### src/rtl/univ_shift_pkg.sv
// Shared types and helpers for the universal shift register.
package univ_shift_pkg;

  typedef enum logic [2:0] {
    OP_SHL = 3'd0,
    OP_SHR = 3'd1,
    OP_ROL = 3'd2,
    OP_ROR = 3'd3,
    OP_ASR = 3'd4
  } op_e;

  typedef enum logic {
    ST_IDLE  = 1'b0,
    ST_SHIFT = 1'b1
  } state_e;

  function automatic int unsigned clamp_shamt(input int unsigned amt, input int unsigned width);
    return (amt > width) ? width : amt;
  endfunction

endpackage

### src/rtl/univ_shift_step.sv
// Single-bit shift/rotate step; reserved opcodes hold both data and sout.
module univ_shift_step
  import univ_shift_pkg::*;
#(
  parameter int WIDTH = 8
) (
  input  logic [WIDTH-1:0] data_i,
  input  logic [2:0]       op_i,
  input  logic             sin_i,
  input  logic             sout_i,
  output logic [WIDTH-1:0] data_o,
  output logic             sout_o
);

  always_comb begin
    data_o = data_i;
    sout_o = sout_i;
    case (op_i)
      OP_SHL: begin
        data_o = {data_i[WIDTH-2:0], sin_i};
        sout_o = data_i[WIDTH-1];
      end
      OP_SHR: begin
        data_o = {sin_i, data_i[WIDTH-1:1]};
        sout_o = data_i[0];
      end
      OP_ROL: begin
        data_o = {data_i[WIDTH-2:0], data_i[WIDTH-1]};
        sout_o = data_i[WIDTH-1];
      end
      OP_ROR: begin
        data_o = {data_i[0], data_i[WIDTH-1:1]};
        sout_o = data_i[0];
      end
      OP_ASR: begin
        data_o = {data_i[WIDTH-1], data_i[WIDTH-1:1]};
        sout_o = data_i[0];
      end
      default: ;
    endcase
  end

endmodule

### src/rtl/univ_shift_reg.sv
// Universal shift register: parallel load, serial multi-cycle shift/rotate with busy/done.
// Define UNIV_SHIFT_BARREL_EN to complete any shift in a single edge via a barrel chain.
module univ_shift_reg
  import univ_shift_pkg::*;
#(
  parameter int WIDTH = 8,
  parameter int SHW   = $clog2(WIDTH) + 1
) (
  input  logic             clk,
  input  logic             reset_n,
  input  logic             load,
  input  logic [WIDTH-1:0] d,
  input  logic             start,
  input  logic [2:0]       op,
  input  logic [SHW-1:0]   shamt,
  input  logic             sin,
  output logic [WIDTH-1:0] q,
  output logic             sout,
  output logic             busy,
  output logic             done
);

  state_e           state_q, state_d;
  logic [SHW-1:0]   rem_q, rem_d;
  logic [2:0]       op_q, op_d;
  logic [WIDTH-1:0] q_q, q_d;
  logic             sout_q, sout_d;
  logic             done_q, done_d;

  logic [SHW-1:0]   amt;
  logic [WIDTH-1:0] step_q;
  logic             step_sout;

  assign amt = SHW'(clamp_shamt(32'(shamt), 32'(WIDTH)));

  univ_shift_step #(.WIDTH(WIDTH)) u_step (
    .data_i (q_q),
    .op_i   (op_q),
    .sin_i  (sin),
    .sout_i (sout_q),
    .data_o (step_q),
    .sout_o (step_sout)
  );

`ifdef UNIV_SHIFT_BARREL_EN
  logic [WIDTH-1:0] chain_q    [WIDTH+1];
  logic             chain_sout [WIDTH+1];
  logic [WIDTH-1:0] barrel_q;
  logic             barrel_sout;

  assign chain_q[0]    = q_q;
  assign chain_sout[0] = sout_q;

  // Stage i holds the result after i serial steps, so sout tracks serial order exactly.
  for (genvar i = 0; i < WIDTH; i++) begin : g_barrel
    univ_shift_step #(.WIDTH(WIDTH)) u_bstep (
      .data_i (chain_q[i]),
      .op_i   (op),
      .sin_i  (sin),
      .sout_i (chain_sout[i]),
      .data_o (chain_q[i+1]),
      .sout_o (chain_sout[i+1])
    );
  end

  always_comb begin
    barrel_q    = q_q;
    barrel_sout = sout_q;
    for (int unsigned i = 0; i <= WIDTH; i++) begin
      if (amt == SHW'(i)) begin
        barrel_q    = chain_q[i];
        barrel_sout = chain_sout[i];
      end
    end
  end
`endif

  always_comb begin
    state_d = state_q;
    rem_d   = rem_q;
    op_d    = op_q;
    q_d     = q_q;
    sout_d  = sout_q;
    done_d  = 1'b0;
    case (state_q)
      ST_IDLE: begin
        if (load) begin
          q_d = d;
        end else if (start) begin
          op_d = op;
`ifdef UNIV_SHIFT_BARREL_EN
          q_d    = barrel_q;
          sout_d = barrel_sout;
          done_d = 1'b1;
`else
          if (amt == '0) begin
            done_d = 1'b1;
          end else begin
            rem_d   = amt;
            state_d = ST_SHIFT;
          end
`endif
        end
      end
      ST_SHIFT: begin
        q_d    = step_q;
        sout_d = step_sout;
        rem_d  = rem_q - SHW'(1);
        if (rem_q == SHW'(1)) begin
          state_d = ST_IDLE;
          done_d  = 1'b1;
        end
      end
      default: state_d = ST_IDLE;
    endcase
  end

  always_ff @(posedge clk or negedge reset_n) begin
    if (!reset_n) begin
      state_q <= ST_IDLE;
      rem_q   <= '0;
      op_q    <= '0;
      q_q     <= '0;
      sout_q  <= 1'b0;
      done_q  <= 1'b0;
    end else begin
      state_q <= state_d;
      rem_q   <= rem_d;
      op_q    <= op_d;
      q_q     <= q_d;
      sout_q  <= sout_d;
      done_q  <= done_d;
    end
  end

  assign q    = q_q;
  assign sout = sout_q;
  assign busy = (state_q == ST_SHIFT);
  assign done = done_q;

endmodule

### config.mk
export PLATFORM = sky130hd
export DESIGN_NAME = univ_shift_reg
export DESIGN_NICKNAME = d
export VERILOG_FILES = /design/src/rtl/univ_shift_pkg.sv /design/src/rtl/univ_shift_step.sv /design/src/rtl/univ_shift_reg.sv
export SDC_FILE = /design/constraint.sdc
export NUM_CORES = 1
export LEC_CHECK = 0
export CORE_MARGIN = 8
export CORE_UTILIZATION = 25
export CTS_CLUSTER_DIAMETER = 120
export DETAILED_ROUTE_END_ITERATION = 10
export PLACE_DENSITY = 0.5
export SLEW_MARGIN = 40
export SYNTH_ARGS = -nofsm -noshare
export SYNTH_HDL_FRONTEND = slang
export SYNTH_SLANG_ARGS = --single-unit
export TNS_END_PERCENT = 1
### constraint.sdc
create_clock -name clk -period 2.7 [get_ports clk]
set_input_delay 0.54 -clock clk [delete_from_list [all_inputs] [get_ports clk]]
set_output_delay 0.54 -clock clk [all_outputs]
set_load 0.01 [all_outputs]
==> flow_metrics.tcl <==
set metrics [dict create \
    outcome "completed" \
    finClkSkew_ns 0.007502 \
    final_net_count 159 \
    path_cells "clkdlybuf4s50_1" \
    antenna_found_initial 0 \
    wl_um 2885 \
    leakage_uw 0.0005917 \
    cp_slowest_cell "dfrtp_1" \
    critPathMaxStageDelay_ns 0.64 \
    grt_max_degree 15 \
    synth_area_leader_cell "dfrtp_1" \
    io_pins 31 \
    die_y_um 80.69 \
    whs_ns 0.4962 \
    stdcell_area_um2 1450 \
    tightest_slew_ns 0.4991 \
    ant_nets 0 \
    crit_fanout 14 \
    powerDensity_nw_per_um2 1159 \
    synthDistinctLibCells 37 \
    avgSynthCellArea_um2 9.962 \
    setup-violations-final 0 \
    maxSlewHeadroom_pct 66.62 \
    setup_tns_ns 0 \
    drive_above_1_share_pct 11.03 \
    dpl_worst_slack_ns 0.6103 \
    yosysMostFrequentCell "dfrtp_1" \
    yosysTopAreaCellShare_pct 43.06 \
    syn_to_final_growth_pct 38.64 \
    routedWlPerCell_um 15.51 \
    grt_pass1_wl_um 4961 \
    ys_seq_elements 18 \
    power.share.switching_pct 40.96 \
    vias 927 \
    start_kind "flop" \
    placed_area_um2 1395 \
    critPathRequiredTime_ns 2.16 \
    root_buffer "clkbuf_8" \
    crit_buf_inv 1 \
    synth-edff-count 0 \
    seq_power_share_pct 35.7 \
    dr.pass1.iters 4 \
    ys.flop_type "dfrtp_1" \
    ff_latch_area_um2 450.4 \
    syn-num-nets 127 \
    gp_congestion 0.7948 \
    rows 23 \
    min_period_ns 2.073 \
    arrival_ns 1.53 \
    critPathKind "reg -> out" \
    grt_use_total_pct 9.607 \
    post_cts_buffers 0 \
    coreArea_um2 4029 \
    hold_violations 0 \
    die_area_um2 6510 \
    end_kind "primary output" \
    drc 0 \
    hp-class "reg -> reg" \
    cts_buffers 3 \
    cts.sinks 18 \
    grt-ovfl-total 0 \
    synth-seq-area-share_pct 43.06 \
    pwr-share-clk_pct 13.5 \
    syn_inst 105 \
    comb_power_share_pct 50.8 \
    ys_warn_count 0 \
    timing.final.crit_share_pct 76.78 \
    power_switching_uw 688.3 \
    fill_cells 428 \
    slew_violations 0 \
    rsz0062_at_grt "no" \
    multiInputGateArea_um2 548.0 \
    cts_resized 0 \
    drtIter0Drc 29 \
    antenna_cells 0 \
    synthTopCellsByArea "dfrtp_1 43%, mux2i_1 8.6%, o211ai_1 5.0%, nand2_1 3.2%, mux2_2 3.2%" \
    ir_drop_mv 0.4281 \
    clkTransAtPathRegs_ns 0.08 \
    via_per_inst 4.984 \
    power.internal_uw 992.1 \
    cap_violations 0 \
    cts_hold_repair.buffers 0 \
    clockBufferDepth 2 \
    power_uw 1680 \
    htree_levels 1 \
    die_w_um 80.69 \
    dpl.hpwl_um 2200 \
    max_freq_mhz 482.4 \
    clk_latency_ns 0.26 \
    first_global_vias 1038 \
    setup_slack_ns 0.6268 \
    asyncSetResetFlopFracSynth_pct 100.0 \
    initial_core_util_pct 25.96 \
    cts_tree "built" \
    port_buffers 30 \
    crit_family "flip-flops" \
    netlist_top_cells_count "18 x dfrtp_1, 9 x mux2i_1, 9 x nand2_1" \
    netlist_area_um2 1046 \
]
## cells by family after synthesis
| kind of cell | count (synthesis) | synth area share, % |
|---|---|---|
| flip-flops | 18 | 43.06 |
| multiplexers | 12 | 11.84 |
| buffers and inverters | 11 | 4.546 |
| AO/OA/AOI/OAI | 30 | 21.41 |
| AND/OR/NAND/NOR | 31 | 15.91 |
| XOR/XNOR | 1 | 0.8375 |
| adder cells (fa/ha/maj) | 2 | 2.392 |
## final timing paths
path,from,to,slack (ns),cells past startpoint
min reg2reg,sout,sout,0.50,2
max in group asynchronous,reset_n,q[6],1.56,2
min,sout,sout,0.50,2
min in group asynchronous,reset_n,rem_q[3],0.61,1
max,busy,busy,0.63,1
max reg2reg,busy,busy,1.07,4
## worst reg2reg max path: stages, from the launching register on
cell and delay [ns]:
dfrtp_1 0.64, inv_1 0.35, nor2_1 0.23, nand3b_1 0.12
a21boi_0 0.14
## layout make-up
class / count / share of cell area [%]
flip-flops and latches: 18 / 31.06
repair buffers: 31 / 21.23
clock buffers: 4 / 3.796
inverters: 7 / 1.812
well taps: 50 / 4.314
multi-input cells: 76 / 37.79
## through the flow
step,cells,utilization [%]
2_1_floorplan,105,-
3_3_place_gp,182,34.63
3_5_place_dp,182,34.63
4_1_cts,186,35.99
5_1_grt,186,35.99
6_report,186,35.99
## cells in the final DEF (no fill, tap or decap), types with 3 or more instances in the layout
master and n:
mux2i_1 9, nand3_1 6, a21oi_1 4, inv_1 7, mux2_2 3, nor2_1 4, clkdlybuf4s50_1 30, o21ai_1 3
clkbuf_8 4, dfrtp_1 18, nand2b_1 4, nand2_1 9, o211ai_1 7
## metal layers
| metal | vias up | routed length, um | track usage [%] |
|---|---|---|---|
| met5 | - | 0 | 0 |
| met4 | 0 | 26 | 3.393 |
| met3 | 2 | 167 | 3.460 |
| met2 | 21 | 1382 | 15.48 |
| met1 | 454 | 1309 | 11.45 |
| li1 | 450 | - | - |
## flip-flops by register name, indices dropped and copies added, names as in the netlist
name / count
busy: 1
done: 1
op_q: 3
q: 8
rem_q: 4
sout: 1
## power by group through the flow
stage	sequential (uW)	clock, uW	combinational, uW
6_report	600	228	853
3_3_place_gp	604	0	854
4_1_cts	602	236	870
2_1_floorplan	563	0	577
3_5_place_dp	605	0	867
5_1_grt	629	246	953
Note: power is estimated with default switching activity, not from simulation.
